<file path="config.mk">
export PLATFORM = sky130hd
export DESIGN_NAME = multicycle_controller_flat
export DESIGN_NICKNAME = d
export VERILOG_FILES = /design/src/rtl/multicycle_controller_pkg.sv /design/src/rtl/multicycle_controller_if.sv /design/src/rtl/multicycle_controller_alu_decoder.sv /design/src/rtl/multicycle_controller.sv /design/src/flat_wrapper.sv
export SDC_FILE = /design/constraint.sdc
export NUM_CORES = 1
export LEC_CHECK = 0
export ABC_AREA = 1
export BUFFER_PORTS_ARGS = -buffer_cell sky130_fd_sc_hd__buf_4
export CAP_MARGIN = 20
export CORE_UTILIZATION = 44
export DETAILED_ROUTE_END_ITERATION = 8
export MAX_ROUTING_LAYER = met4
export PLACE_DENSITY = 0.88
export SYNTH_ARGS = -nofsm -noshare
export SYNTH_HDL_FRONTEND = slang
export SYNTH_SLANG_ARGS = --single-unit
</file>
<file path="constraint.sdc">
create_clock -name clk -period 1.7 [get_ports clk]
set_input_delay 0.34 -clock clk [delete_from_list [all_inputs] [get_ports clk]]
set_output_delay 0.34 -clock clk [all_outputs]
set_load 0.02 [all_outputs]
</file>
<file path="src/rtl/multicycle_controller_pkg.sv">
// Shared types and encodings for the multicycle RV32I control FSM.
// Holds the state enum, opcode constants, ALU op codes and datapath select codes.
package ctrl_pkg;

  typedef enum logic [3:0] {
    S_FETCH,
    S_DECODE,
    S_MEMADR,
    S_MEMREAD,
    S_MEMWB,
    S_MEMWRITE,
    S_EXECR,
    S_EXECI,
    S_ALUWB,
    S_BRANCH,
    S_JUMP,
    S_LINK,
    S_LUI,
    S_HALT
  } state_t;

  typedef enum logic {
    CLS_R,
    CLS_I
  } alu_class_t;

  localparam logic [6:0] OP_LOAD   = 7'b0000011;
  localparam logic [6:0] OP_STORE  = 7'b0100011;
  localparam logic [6:0] OP_R      = 7'b0110011;
  localparam logic [6:0] OP_I      = 7'b0010011;
  localparam logic [6:0] OP_BRANCH = 7'b1100011;
  localparam logic [6:0] OP_JAL    = 7'b1101111;
  localparam logic [6:0] OP_JALR   = 7'b1100111;
  localparam logic [6:0] OP_LUI    = 7'b0110111;

  localparam logic [6:0] F7_BASE = 7'b0000000;
  localparam logic [6:0] F7_ALT  = 7'b0100000;

  localparam logic [2:0] ALU_ADD  = 3'b000;
  localparam logic [2:0] ALU_SUB  = 3'b001;
  localparam logic [2:0] ALU_AND  = 3'b010;
  localparam logic [2:0] ALU_OR   = 3'b011;
  localparam logic [2:0] ALU_SLT  = 3'b100;
  localparam logic [2:0] ALU_XOR  = 3'b101;
  localparam logic [2:0] ALU_SLTU = 3'b110;

  localparam logic [1:0] SRCA_PC    = 2'b00;
  localparam logic [1:0] SRCA_OLDPC = 2'b01;
  localparam logic [1:0] SRCA_REGA  = 2'b10;

  localparam logic [1:0] SRCB_REGB = 2'b00;
  localparam logic [1:0] SRCB_IMM  = 2'b01;
  localparam logic [1:0] SRCB_FOUR = 2'b10;

  localparam logic [1:0] RES_ALUOUT = 2'b00;
  localparam logic [1:0] RES_ALU    = 2'b01;
  localparam logic [1:0] RES_MDR    = 2'b10;
  localparam logic [1:0] RES_IMM    = 2'b11;

  localparam logic [2:0] IMM_I = 3'b000;
  localparam logic [2:0] IMM_S = 3'b001;
  localparam logic [2:0] IMM_B = 3'b010;
  localparam logic [2:0] IMM_J = 3'b011;
  localparam logic [2:0] IMM_U = 3'b100;

  function automatic logic branch_taken(input logic [2:0] func3, input logic zer, input logic neg);
    case (func3)
      3'b000:  return zer;
      3'b001:  return !zer;
      3'b100:  return neg;
      3'b101:  return !neg;
      default: return 1'b0;
    endcase
  endfunction

endpackage

</file>
<file path="src/rtl/multicycle_controller_if.sv">
// Controller <-> datapath bundle: instruction fields and ALU flags in, enables and selects out.
// master = controller, slave = datapath.
interface multicycle_controller_if;
  logic [6:0] opcode;
  logic [2:0] func3;
  logic [6:0] func7;
  logic       zer;
  logic       neg;
  logic       pcen;
  logic       adrsrc;
  logic       memwrite;
  logic       irwrite;
  logic       regwrite;
  logic [1:0] alusrca;
  logic [1:0] alusrcb;
  logic [2:0] aluop;
  logic [1:0] resultsrc;
  logic [2:0] immsrc;
  logic       retire;
  logic       illegal;

  modport master (
    input  opcode, func3, func7, zer, neg,
    output pcen, adrsrc, memwrite, irwrite, regwrite, alusrca, alusrcb,
           aluop, resultsrc, immsrc, retire, illegal
  );

  modport slave (
    output opcode, func3, func7, zer, neg,
    input  pcen, adrsrc, memwrite, irwrite, regwrite, alusrca, alusrcb,
           aluop, resultsrc, immsrc, retire, illegal
  );
endinterface

</file>
<file path="src/rtl/multicycle_controller_alu_decoder.sv">
// ALU operation decode for R/I-type arithmetic; flags shift and unknown func7 encodings.
// Purely combinational, no backpressure.
module alu_decoder
  import ctrl_pkg::*;
(
  input  alu_class_t cls,
  input  logic [2:0] func3,
  input  logic [6:0] func7,
  output logic [2:0] aluop,
  output logic       illegal
);

  always_comb begin
    aluop   = ALU_ADD;
    illegal = 1'b0;
    case (func3)
      3'b000:  aluop = (cls == CLS_R && func7 == F7_ALT) ? ALU_SUB : ALU_ADD;
      3'b010:  aluop = ALU_SLT;
      3'b011:  aluop = ALU_SLTU;
      3'b100:  aluop = ALU_XOR;
      3'b110:  aluop = ALU_OR;
      3'b111:  aluop = ALU_AND;
      default: illegal = 1'b1;
    endcase
    // func7 only qualifies R-type; for I-type those bits are immediate
    if (cls == CLS_R) begin
      if (func7 == F7_ALT) begin
        if (func3 != 3'b000) illegal = 1'b1;
      end else if (func7 != F7_BASE) begin
        illegal = 1'b1;
      end
    end
  end

endmodule

</file>
<file path="src/rtl/multicycle_controller.sv">
// Multicycle RV32I control FSM, Moore outputs one state per cycle; CTRL_ILLEGAL_HALT_EN makes illegal sticky.
// Latency: outputs decode from current state; no backpressure, rst forces all write enables low.
module multicycle_controller
  import ctrl_pkg::*;
#(
  parameter int STATE_W = 4
) (
  input logic                    clk,
  input logic                    rst,
  multicycle_controller_if.master ctrl
);

  logic [STATE_W-1:0] state_q;
  state_t             state;
  state_t             state_d;

  logic [2:0] dec_aluop;
  logic       dec_bad;
  logic       decode_ok;

  logic       pcen, adrsrc, memwrite, irwrite, regwrite, retire, illegal;
  logic [1:0] alusrca, alusrcb, resultsrc;
  logic [2:0] aluop, immsrc;

  assign state = state_t'(state_q[3:0]);

  always_ff @(posedge clk) begin
    if (rst) state_q <= STATE_W'(S_FETCH);
    else     state_q <= STATE_W'(state_d);
  end

  alu_decoder u_alu_decoder (
    .cls     ((ctrl.opcode == OP_R) ? CLS_R : CLS_I),
    .func3   (ctrl.func3),
    .func7   (ctrl.func7),
    .aluop   (dec_aluop),
    .illegal (dec_bad)
  );

  always_comb begin
    decode_ok = 1'b0;
    case (ctrl.opcode)
      OP_LOAD, OP_STORE: decode_ok = (ctrl.func3 == 3'b010);
      OP_R, OP_I:        decode_ok = !dec_bad;
      OP_BRANCH:         decode_ok = (ctrl.func3 inside {3'b000, 3'b001, 3'b100, 3'b101});
      OP_JAL, OP_LUI:    decode_ok = 1'b1;
      OP_JALR:           decode_ok = (ctrl.func3 == 3'b000);
      default:           decode_ok = 1'b0;
    endcase
  end

  always_comb begin
    state_d   = S_FETCH;
    pcen      = 1'b0;
    adrsrc    = 1'b0;
    memwrite  = 1'b0;
    irwrite   = 1'b0;
    regwrite  = 1'b0;
    alusrca   = SRCA_PC;
    alusrcb   = SRCB_REGB;
    aluop     = ALU_ADD;
    resultsrc = RES_ALUOUT;
    immsrc    = IMM_I;
    retire    = 1'b0;
    illegal   = 1'b0;
    case (state)
      S_FETCH: begin
        irwrite   = 1'b1;
        alusrcb   = SRCB_FOUR;
        resultsrc = RES_ALU;
        pcen      = 1'b1;
        state_d   = S_DECODE;
      end
      S_DECODE: begin
        // branch target is computed speculatively into ALUout here
        alusrca = SRCA_OLDPC;
        alusrcb = SRCB_IMM;
        immsrc  = IMM_B;
        if (!decode_ok) begin
          illegal = 1'b1;
`ifdef CTRL_ILLEGAL_HALT_EN
          state_d = S_HALT;
`else
          state_d = S_FETCH;
`endif
        end else begin
          case (ctrl.opcode)
            OP_LOAD, OP_STORE: state_d = S_MEMADR;
            OP_R:              state_d = S_EXECR;
            OP_I:              state_d = S_EXECI;
            OP_BRANCH:         state_d = S_BRANCH;
            OP_JAL, OP_JALR:   state_d = S_JUMP;
            OP_LUI:            state_d = S_LUI;
            default:           state_d = S_FETCH;
          endcase
        end
      end
      S_MEMADR: begin
        alusrca = SRCA_REGA;
        alusrcb = SRCB_IMM;
        immsrc  = (ctrl.opcode == OP_STORE) ? IMM_S : IMM_I;
        state_d = (ctrl.opcode == OP_STORE) ? S_MEMWRITE : S_MEMREAD;
      end
      S_MEMREAD: begin
        adrsrc  = 1'b1;
        state_d = S_MEMWB;
      end
      S_MEMWB: begin
        resultsrc = RES_MDR;
        regwrite  = 1'b1;
        retire    = 1'b1;
      end
      S_MEMWRITE: begin
        adrsrc   = 1'b1;
        memwrite = 1'b1;
        retire   = 1'b1;
      end
      S_EXECR: begin
        alusrca = SRCA_REGA;
        alusrcb = SRCB_REGB;
        aluop   = dec_aluop;
        state_d = S_ALUWB;
      end
      S_EXECI: begin
        alusrca = SRCA_REGA;
        alusrcb = SRCB_IMM;
        immsrc  = IMM_I;
        aluop   = dec_aluop;
        state_d = S_ALUWB;
      end
      S_ALUWB: begin
        resultsrc = RES_ALUOUT;
        regwrite  = 1'b1;
        retire    = 1'b1;
      end
      S_BRANCH: begin
        alusrca   = SRCA_REGA;
        alusrcb   = SRCB_REGB;
        aluop     = ALU_SUB;
        resultsrc = RES_ALUOUT;
        pcen      = branch_taken(ctrl.func3, ctrl.zer, ctrl.neg);
        retire    = 1'b1;
      end
      S_JUMP: begin
        // PC is redirected before rd is written so jalr with rd==rs1 sees the old rs1
        alusrca   = (ctrl.opcode == OP_JALR) ? SRCA_REGA : SRCA_OLDPC;
        alusrcb   = SRCB_IMM;
        immsrc    = (ctrl.opcode == OP_JALR) ? IMM_I : IMM_J;
        resultsrc = RES_ALU;
        pcen      = 1'b1;
        state_d   = S_LINK;
      end
      S_LINK: begin
        alusrca   = SRCA_OLDPC;
        alusrcb   = SRCB_FOUR;
        resultsrc = RES_ALU;
        regwrite  = 1'b1;
        retire    = 1'b1;
      end
      S_LUI: begin
        immsrc    = IMM_U;
        resultsrc = RES_IMM;
        regwrite  = 1'b1;
        retire    = 1'b1;
      end
      S_HALT: begin
        illegal = 1'b1;
        state_d = S_HALT;
      end
      default: state_d = S_FETCH;
    endcase
  end

  assign ctrl.pcen      = pcen & ~rst;
  assign ctrl.adrsrc    = adrsrc;
  assign ctrl.memwrite  = memwrite & ~rst;
  assign ctrl.irwrite   = irwrite & ~rst;
  assign ctrl.regwrite  = regwrite & ~rst;
  assign ctrl.alusrca   = alusrca;
  assign ctrl.alusrcb   = alusrcb;
  assign ctrl.aluop     = aluop;
  assign ctrl.resultsrc = resultsrc;
  assign ctrl.immsrc    = immsrc;
  assign ctrl.retire    = retire & ~rst;
  assign ctrl.illegal   = illegal & ~rst;

endmodule

</file>
<file path="src/flat_wrapper.sv">
// flat-port wrapper written by rule: the top's interface ports become plain ports
module multicycle_controller_flat import ctrl_pkg::*;
#(
  parameter int STATE_W = 4
)
  (clk, rst, ctrl_opcode, ctrl_func3, ctrl_func7, ctrl_zer, ctrl_neg, ctrl_pcen, ctrl_adrsrc, ctrl_memwrite, ctrl_irwrite, ctrl_regwrite, ctrl_alusrca, ctrl_alusrcb, ctrl_aluop, ctrl_resultsrc, ctrl_immsrc, ctrl_retire, ctrl_illegal);
  multicycle_controller_if ctrl_i ();
  input logic clk;
  input logic rst;
  input wire logic [$bits(ctrl_i.opcode)-1:0] ctrl_opcode;
  input wire logic [$bits(ctrl_i.func3)-1:0] ctrl_func3;
  input wire logic [$bits(ctrl_i.func7)-1:0] ctrl_func7;
  input wire logic [$bits(ctrl_i.zer)-1:0] ctrl_zer;
  input wire logic [$bits(ctrl_i.neg)-1:0] ctrl_neg;
  output wire logic [$bits(ctrl_i.pcen)-1:0] ctrl_pcen;
  output wire logic [$bits(ctrl_i.adrsrc)-1:0] ctrl_adrsrc;
  output wire logic [$bits(ctrl_i.memwrite)-1:0] ctrl_memwrite;
  output wire logic [$bits(ctrl_i.irwrite)-1:0] ctrl_irwrite;
  output wire logic [$bits(ctrl_i.regwrite)-1:0] ctrl_regwrite;
  output wire logic [$bits(ctrl_i.alusrca)-1:0] ctrl_alusrca;
  output wire logic [$bits(ctrl_i.alusrcb)-1:0] ctrl_alusrcb;
  output wire logic [$bits(ctrl_i.aluop)-1:0] ctrl_aluop;
  output wire logic [$bits(ctrl_i.resultsrc)-1:0] ctrl_resultsrc;
  output wire logic [$bits(ctrl_i.immsrc)-1:0] ctrl_immsrc;
  output wire logic [$bits(ctrl_i.retire)-1:0] ctrl_retire;
  output wire logic [$bits(ctrl_i.illegal)-1:0] ctrl_illegal;
  assign ctrl_i.opcode = ctrl_opcode;
  assign ctrl_i.func3 = ctrl_func3;
  assign ctrl_i.func7 = ctrl_func7;
  assign ctrl_i.zer = ctrl_zer;
  assign ctrl_i.neg = ctrl_neg;
  assign ctrl_pcen = ctrl_i.pcen;
  assign ctrl_adrsrc = ctrl_i.adrsrc;
  assign ctrl_memwrite = ctrl_i.memwrite;
  assign ctrl_irwrite = ctrl_i.irwrite;
  assign ctrl_regwrite = ctrl_i.regwrite;
  assign ctrl_alusrca = ctrl_i.alusrca;
  assign ctrl_alusrcb = ctrl_i.alusrcb;
  assign ctrl_aluop = ctrl_i.aluop;
  assign ctrl_resultsrc = ctrl_i.resultsrc;
  assign ctrl_immsrc = ctrl_i.immsrc;
  assign ctrl_retire = ctrl_i.retire;
  assign ctrl_illegal = ctrl_i.illegal;
  multicycle_controller #(.STATE_W(STATE_W)) u_core (.clk(clk), .rst(rst), .ctrl(ctrl_i));
endmodule
</file>
==> results by group, run 1 <==
Placement
  – Inst Count DP: 213
  – DP HPWL: 2090 um
  – PortBufs: 39
  – Final GP Congestion: approximately 0.90
  – Dpl cell area: 1120 um^2

Synthesis
  – Largest family of logic cells by synthesized area: simple AND/OR/NAND/NOR gates
  – Seq/Total Area, Yosys: 0.105
  – Largest area contributor in the netlist: nand2_1
  – Yosys top cell area share: 0.188
  – Complex-gate fraction of the synthesized area: 0.156
  – Post-Syn Area: 761 um^2
  – YS warnings: 0
  – Synthesis-stage register bit count: 4
  – Mux cell area share after synthesis: 0
  – Synthesized area per cell: 5.00 um^2
  – Synth Area in XOR/XNOR: 0
  – Post-synthesis instance total: 152
  – Post-Synth Simple-Gate Area: 0.586
  – Synth Area in Adders: 0
  – Synth cell types: 21
  – Net Count, Synth: between 150 and 200
  – Main area contributors after synthesis: nand2_1 (19%), nor2_1 (15%), inv_1 (11%)

Floorplan
  – Rows: 14
  – IO Count: 40
  – Initial Util: 0.488
  – Die height: 43.6 um
  – Die W: 43.6 um

CTS
  – H-tree depth: 1
  – CTS Buffer Depth: 2
  – CTS Buf Count: 3
  – Root Buffer: clkbuf_4
  – CTS Sinks: 4

Outcome
  – Halt Stage: 5_1_grt
  – Log Error: [ERROR DPL-0033] detailed placement checks failed during check placement.
  – Status: aborted with a tool error

Global route
  – Initial antenna violation count: 0
  – Pin count of the biggest net entering global routing: 11

STA
  – Worst endpoint type: top-level output
  – Worst_ep grt: ctrl_pcen
[stage by stage]
stage          hold WS [ns]  worst slack [ns]
2_1_floorplan         0.551           0.00145
3_3_place_gp          0.579           -0.0389
3_5_place_dp          0.586           -0.0421
4_1_cts               0.333           -0.0707
[timing repair]
item                                    CTS
gates resized for setup                  37
hold buffers                              0
setup buffers                             8
pin swaps                                13
endpoints found under the setup margin   12
[synthesized netlist by cell type (all sizes together)]
cell     instances
nor3             6
o2111ai          2
a21oi            9
o21ai            4
clkbuf           1
dfxtp            4
nand3            7
nor4             1
nand2           42
a31oi            4
a211oi           1
inv             30
and2             1
nor3b            1
nor2            39
[cell families after synthesis]
group / Yosys count
AOI/OAI and AO/OA: 20
buffers and inverters: 31
DFF: 4
and+or+nand+nor: 97
==> inputs of run 2 (changes only) <==
- CORE_AREA: not set -> 2 2 63 65
- CORE_UTILIZATION: 44 -> not set
- DIE_AREA: not set -> 0 0 65 67
- MAX_ROUTING_LAYER: met4 -> not set
- PLACE_DENSITY: 0.88 -> not set
- PLACE_DENSITY_LB_ADDON: not set -> 0.15
==> results by group, run 2 <==
Floorplan
  – Rows: 22
  – Die area: about 4400 um^2
  – Core area: 3610 um^2
  – Die height: approximately 67 um
  – Die W: about 65 um
  – IO Count: 40
  – Initial Util: 0.211

Synthesis
  – Synth cell types: 21
  – Primary FF master, synth: dfxtp_1
  – Synthesis-stage register bit count: 4
  – Largest area contributor in the netlist: nand2_1
  – Net Count, Synth: ~170
  – Main area contributors after synthesis: nand2_1 (19%), nor2_1 (15%), inv_1 (11%)
  – Top-count cell post-synth: nand2_1
  – Seq/Total Area, Yosys: 0.105
  – Top cells by count, synth: nand2_1 (38), nor2_1 (31), inv_1 (23)
  – Post-synth ARST share: 0
  – Post-synthesis instance total: between 150 and 200
  – Synthesized area per cell: 5.00 um^2
  – Count of flip-flops with a built-in enable after synthesis: 0
  – Post-Syn Area: around 760 um^2
  – Yosys top cell area share: 0.188
  – YS warnings: 0

Critical path
  – Startpoint Class: flop
  – Worst EP required: 1.36 ns
  – Top delay family on crit path: simple AND/OR/NAND/NOR gates
  – CP max stage cell: dfxtp_4
  – Reg2reg setup slack: 0.28 ns
  – Critical path endpoint category: output port
  – CP arrival: 1.43 ns
  – Crit-path max FO: 3
  – Delay of the slowest critical-path stage: 0.37 ns
  – CP bufs+invs: 3
  – CP cell instances: inv_4, nor2_4, nand2_4, nor4_4, inv_1, nand2_2, buf_6
  – Setup CP Type: flop to output port

Placement
  – Dpl cell area: 1240 um^2
  – PortBufs: 39
  – Final GP Congestion: 0.778
  – Place WS: -0.107 ns
  – Inst Count DP: about 260
  – DP HPWL: about 2200 um

Job
  – # Max-Cap Violations: 0

Global route
  – Initial antenna violation count: 0
  – Total gr overflow: 0
  – Pin count of the biggest net entering global routing: 11
  – Vias in the first global route: 1,078
  – First-pass GRT wire length: 4330 um
  – GRT Overall Usage: 0.123

CTS
  – CTS Sinks: 4
  – CTS clk-pin slew, worst paths: around 0.03 ns
  – CTS Buf Count: 3
  – CTS Buffer Depth: 2
  – Worst-Skew Late Latency: 0.21 ns
  – Root Buffer: clkbuf_8
  – H-tree depth: 1
  – CTS tree: done

STA
  – Fin crit period: 1.77 ns
  – Final worst slack: -0.0670 ns
  – Rel. slew slack: 0.808
  – Worst hold margin: 0.382 ns
  – Setup tns final: -0.232 ns
  – Final Hold Fails: 0
  – Setup-failing EPs final: 6
  – Peak Freq: between 500 and 600 MHz
  – Worst slew pin tran: approximately 0.29 ns
  – Period utilization: 1.04
  – Fin. max-slew vios: 0
  – Skew final: just over 0.004 ns
  – RSZ-0062 raised after global routing: yes

Final layout
  – Max FFs per register: 4
  – Non-Filler Instances: about 270
  – Area Overhead vs Synth: 118%
  – Most frequent cells in the layout: buf_4 (60), nand2_1 (31), nor2_1 (21), inv_2 (14)
  – Share of cells above drive strength 1: 0.622
  – Nets: 248
  – Most common cell after layout, fill and taps aside: buf_4
  – Finished Cell Area: 1660 um^2
  – Inserted Diodes: 0

Drt
  – Final wirelength: 2710 um
  – Vias per cell: 4.36
  – Detailed-route DRC error count: 0
  – Drt pass-1 iters: 4
  – Total number of vias: 1,189
  – Initial DRC count: 38
  – WL/cell: 9.91 um
  – Post-route ant nets: 0

Outcome
  – Status: finished with violations
  – Failing checks: negative setup slack

Pwr
  – Pwr per Cell Area: between 300 and 400 nW/um^2
  – Leak: about 0.8 nW
  – Peak VDD IR: 165 uV

Min path
  – Hold Crit Class: input port to flop
run 2: final timing paths:
kind | start | to | cells after the start
max | u_core.state[1]$_SDFF_PP0_ | ctrl_immsrc[0] | 7
max reg2reg | u_core.state[1]$_SDFF_PP0_ | u_core.state[2]$_SDFF_PP0_ | 8
min reg2reg | u_core.state[1]$_SDFF_PP0_ | u_core.state[3]$_SDFF_PP0_ | 4
min | rst | u_core.state[3]$_SDFF_PP0_ | 2
run 2: through the flow:
stage,util,power (mW)
after floorplan,-,0.187
after global routing,0.460,0.544
after detailed placement,0.343,0.276
after CTS,0.399,0.504
after global placement,0.343,0.277
final,0.460,0.513
run 2: logic make-up after synthesis:
family	Yosys count	synth area share
flip-flops	4	0.105
AND/OR/NAND/NOR	97	0.586
AO/OA/AOI/OAI	20	0.156
buffers and inverters	31	0.153
run 2: report_power, final:
| group | leakage (nW) | internal [mW] | switching (mW) | total (mW) |
|---|---|---|---|---|
| Combinational | 0.721 | 0.108 | 0.113 | 0.221 |
| Sequential | 0.0355 | 0.0918 | 0.00517 | 0.0970 |
| Clock | 0.0216 | 0.150 | 0.0442 | 0.195 |
run 2: cell type report:
| class | count | area, um^2 |
|---|---|---|
| fillers | 389 | 1950 |
| multi-input cells | 117 | 766 |
| repair buffers | 71 | 574 |
| inverters | 30 | 123 |
| flip-flops and latches | 4 | 95.1 |
| well taps | 48 | 60.1 |
| clock buffers | 3 | 41.3 |
run 2: timing repair:
item | in CTS | in global routing
endpoints found under the setup margin | 13 | 14
gates resized for setup | 37 | 43
pin swaps | 11 | 17
setup buffers | 6 | 9
hold buffers | 0 | 0
run 2: metal layers:
layer,share of wire,GRT usage
met3,0.049,0.0236
met1,0.43,0.147
met4,0,0.00798
met5,0,0
met2,0.52,0.237
(Power assumes the default switching activity.)
==> inputs of run 3 (changes only) <==
- BUFFER_PORTS_ARGS: -buffer_cell sky130_fd_sc_hd__buf_4 -> not set
- DONT_BUFFER_PORTS: not set -> 1
==> results by group, run 3 (same netlist as run 2, synthesis figures left out) <==
Critical path
  – Delay of the slowest critical-path stage: 0.33 ns
  – Reg2reg setup slack: 0.16 ns
  – Reg2reg end: u_core.state[0]$_SDFF_PP0_
  – Startpoint Class: flop
  – CP cell instances: nor2_2, inv_2, a21oi_1, a31oi_4, buf_6
  – R2R cell count: 12
  – Worst R2R Start: u_core.state[3]$_SDFF_PP0_
  – Top delay family on crit path: compound AO/OA/AOI/OAI gates
  – CP max stage cell: dfxtp_2
  – Worst EP required: approximately 1.4 ns
  – CP bufs+invs: 2
  – Setup CP Type: flop to output port
  – CP arrival: between 1 and 1.5 ns
  – Crit-path max FO: 4
  – Critical path endpoint category: output port

CTS
  – Hold_buf cts: 0
  – CTS Sinks: 4
  – CTS Buffer Depth: 2
  – Root Buffer: clkbuf_8
  – H-tree depth: 1
  – CTS Buf Count: 3
  – CTS clk-pin slew, worst paths: approximately 0.030 ns
  – CTS tree: done
  – Worst-Skew Late Latency: 0.21 ns

Floorplan
  – IO Count: 40
  – Core area: 3610 um^2
  – Die W: 65 um
  – Rows: 22
  – Die height: roughly 67 um
  – Initial Util: 0.211
  – Die area: 4360 um^2

Drt
  – Final wirelength: 2380 um
  – Post-route ant nets: 0
  – Total number of vias: 984
  – Detailed-route DRC error count: 0
  – Vias per cell: ~4.4
  – WL/cell: between 10 and 15 um
  – Initial DRC count: 21
  – Drt pass-1 iters: 4

Global route
  – Initial antenna violation count: 0
  – GRT Overall Usage: 0.116
  – Vias in the first global route: 955
  – Pin count of the biggest net entering global routing: 11
  – First-pass GRT wire length: 4080 um
  – Total gr overflow: 0

Min path
  – Hold path cells: 1
  – Hold Crit Class: input port to flop
  – Min-delay src: rst
  – Hold Path Sink: u_core.state[3]$_SDFF_PP0_

STA
  – Peak Freq: 568 MHz
  – Period utilization: 1.04
  – Fin crit period: 1.76 ns
  – Fin. max-slew vios: 0
  – Rel. slew slack: 0.737
  – Final worst slack: -0.0620 ns
  – Setup tns final: -0.236 ns
  – RSZ-0062 raised after global routing: yes
  – Worst slew pin tran: 0.393 ns
  – Final Hold Fails: 0
  – Skew final: 0.000709 ns
  – Worst hold margin: 0.179 ns
  – Setup-failing EPs final: 6

Final layout
  – Nets: 200
  – Area Overhead vs Synth: 50.7%
  – Finished Cell Area: 1150 um^2
  – Max FFs per register: 4
  – Fill count: 410
  – Share of cells above drive strength 1: 0.407
  – Most frequent cells in the layout: nand2_1 (35), nor2_1 (26), buf_4 (21), inv_1 (16), inv_2 (13)
  – Inserted Diodes: 0
  – Most common cell after layout, fill and taps aside: nand2_1
  – Non-Filler Instances: ~230
  – Fin util: 0.318

Pwr
  – Peak VDD IR: 140 uV
  – Leak: 0.516 nW
  – Pwr per Cell Area: 357 nW/um^2

Outcome
  – Failing checks: negative setup slack
  – Status: finished with violations

Placement
  – DP HPWL: 2020 um
  – Inst Count DP: 216
  – Final GP Congestion: 0.787
  – Dpl cell area: 945 um^2
  – PortBufs: 0

Job
  – # Max-Cap Violations: 0
==> run 3: cell count changes in the layout (fill, tap and decap cells not counted), moves of 3 or more <==
cell     previous run  this run
inv_1              12        16
inv_4               4         1
nor2_1             21        26
nand3_2             4         0
buf_6              11         2
nor2_4             12         6
nand3_1             3         6
buf_4              60        21
nand2_4             4         1
nand2_1            31        35
==> run 3: worst max-delay path by stage <==
| stage | from | endpoint | cells past startpoint |
|---|---|---|---|
| floorplan | ctrl_opcode[1] | ctrl_aluop[0] | 6 |
| global placement | ctrl_opcode[1] | ctrl_illegal | 10 |
| detailed placement | ctrl_opcode[1] | ctrl_illegal | 10 |
| CTS | u_core.state[3]$_SDFF_PP0_ | ctrl_pcen | 9 |
| global route | u_core.state[3]$_SDFF_PP0_ | ctrl_retire | 7 |
| finish | u_core.state[2]$_SDFF_PP0_ | ctrl_retire | 5 |
==> run 3: layout make-up <==
cell class | instances | area, um^2 | area share
inverters | 30 | 115 | 0.100
clock buffers | 3 | 41.3 | 0.0360
well taps | 48 | 60.1 | 0.0524
flip-flops and latches | 4 | 92.6 | 0.0808
multi-input cells | 117 | 657 | 0.573
repair buffers | 23 | 180 | 0.157
==> run 3: where the power goes <==
group	internal (mW)	switching, mW	leakage (nW)	total, mW
combinational	0.0378	0.0779	0.459	0.116
sequential	0.0933	0.00372	0.0352	0.0971
clock	0.151	0.0461	0.0216	0.197
==> run 3: what timing repair did <==
| action | 4_1_cts | 5_1_grt |
|---|---|---|
| pin swaps | 4 | 4 |
| gates resized for setup | 23 | 14 |
| setup buffers | 5 | 1 |
| setup endpoints to repair | 12 | 15 |
==> run 3: metal layers <==
metal / wire length, um / vias to the layer above / GRT usage
li1: - / 526 / -
met1: 1090 / 432 / 0.154
met2: 1150 / 24 / 0.201
met3: 122 / 2 / 0.0118
met4: 14 / 0 / 0.0239
met5: 0 / - / 0
==> run 3: through the flow <==
step	worst slack, ns	power, mW
final	-0.0620	0.409
after global routing	-0.131	0.436
after CTS	-0.0669	0.412
after detailed placement	0.0317	0.208
after global placement	0.0412	0.208
after floorplan	0.00145	0.187
==> inputs of run 4 (changes only) <==
- clock period: 1.7 -> 2.05 ns (I/O delays scaled with it)
==> results by group, run 4 (same netlist as run 2, synthesis figures left out) <==
Global route
  – Initial antenna violation count: 0
  – GRT Overall Usage: 0.108
  – Vias in the first global route: slightly below 900
  – Total gr overflow: 0
  – First-pass GRT wire length: 3800 um
  – Pin count of the biggest net entering global routing: 11

Drt
  – Initial DRC count: 43
  – Total number of vias: 949
  – Vias per cell: 4.50
  – Detailed-route DRC error count: 0
  – Final wirelength: approximately 2300 um
  – WL/cell: 10.9 um
  – Post-route ant nets: 0
  – Drt pass-1 iters: 4

Final layout
  – Max FFs per register: 4
  – Most frequent cells in the layout: nand2_1 (38), nor2_1 (31), inv_1 (23), buf_4 (9), a21oi_1 (8)
  – Fill count: 430
  – Most common cell after layout, fill and taps aside: nand2_1
  – Share of cells above drive strength 1: 0.221
  – Fin util: 0.260
  – Storage element area: 82.6 um^2
  – Area Overhead vs Synth: 23.4%
  – Non-Filler Instances: 211
  – Nets: approximately 190
  – Inserted Diodes: 0
  – Area occupied by multi-input gates: 574 um^2

Critical path
  – Startpoint Class: flop
  – CP arrival: 1.50 ns
  – Setup CP Type: flop to output port
  – Worst EP required: ~1.6 ns
  – Crit-path max FO: 5
  – Critical path endpoint category: output port

CTS
  – CTS Buffer Depth: 2
  – CTS tree: done
  – Root Buffer: clkbuf_8
  – Hold_buf cts: 0
  – Worst-Skew Late Latency: between 0.2 and 0.25 ns
  – CTS Sinks: 4
  – CTS clk-pin slew, worst paths: 0.03 ns
  – Setup Buffers After CTS: 0
  – CTS resizes: 0
  – CTS Buf Count: 3
  – H-tree depth: 1

STA
  – Worst slew pin tran: 0.563 ns
  – Rel. slew slack: 0.625
  – Setup-failing EPs final: 0
  – RSZ-0062 raised after global routing: yes
  – Setup tns final: 0 ns
  – Peak Freq: approximately 520 MHz
  – Fin crit period: 1.91 ns
  – Fin. max-slew vios: 0
  – Period utilization: 0.933
  – Final Hold Fails: 0
  – Skew final: about 0.00053 ns

Floorplan
  – Initial Util: 0.211
  – Rows: 22
  – Die height: roughly 67 um
  – Die W: 65 um
  – Core area: 3610 um^2
  – IO Count: 40
  – Die area: 4360 um^2

Min path
  – Hold Crit Class: input port to flop

Outcome
  – Status: complete, no violations

Pwr
  – Peak VDD IR: between 100 and 150 uV
  – Leak: 0.427 nW
  – Pwr per Cell Area: 352 nW/um^2
  – Power consumption: 0.331 mW

Placement
  – Final GP Congestion: 0.813
  – Inst Count DP: 208
  – PortBufs: 0
  – DP HPWL: 1990 um

Job
  – # Max-Cap Violations: 0
run 4: critical path, cell delays in order, from the launching register on:
cell and delay (ns):
dfxtp_1 0.39, inv_1 0.09, nor2_2 0.10, nand2_1 0.11, nor4_2 0.33, inv_1 0.08, nand2_1 0.19
run 4: metrics by stage:
step / instance area (um^2) / worst slack, ns / hold WS, ns
4_1_cts: 926 / 0.0560 / 0.253
2_1_floorplan: 761 / 0.211 / 0.595
6_report: 938 / 0.138 / 0.251
5_1_grt: 938 / -0.0116 / 0.245
3_3_place_gp: 885 / 0.229 / 0.481
3_5_place_dp: 885 / 0.207 / 0.480
run 4: cell type report:
class,count,area share
Inverter,30,0.120
Multi-Input combinational cell,117,0.612
Timing Repair Buffer,9,0.0720
Sequential cell,4,0.0880
Tap cell,48,0.0640
Clock buffer,3,0.0440
run 4: worst paths after layout:
path | startpoint | end | slack [ns] | cells past startpoint
setup / recovery | u_core.state[1]$_SDFF_PP0_ | ctrl_immsrc[0] | 0.14 | 6
hold / removal | rst | u_core.state[3]$_SDFF_PP0_ | 0.25 | 1
setup reg to reg | u_core.state[2]$_SDFF_PP0_ | u_core.state[3]$_SDFF_PP0_ | 0.72 | 7
hold reg to reg | u_core.state[0]$_SDFF_PP0_ | u_core.state[0]$_SDFF_PP0_ | 0.62 | 3
run 4: power breakdown:
part / internal, mW / switching, mW
combinational: 0.0246 / 0.0601
clock: 0.125 / 0.0382
sequential: 0.0805 / 0.00242
run 4: routing by layer:
metal / up-vias / GRT usage / share of wire
met3: 2 / 0.00676 / 0.060
met5: - / 0 / 0
met2: 31 / 0.195 / 0.47
li1: 499 / - / -
met4: 0 / 0.0239 / 0.0061
met1: 417 / 0.140 / 0.47
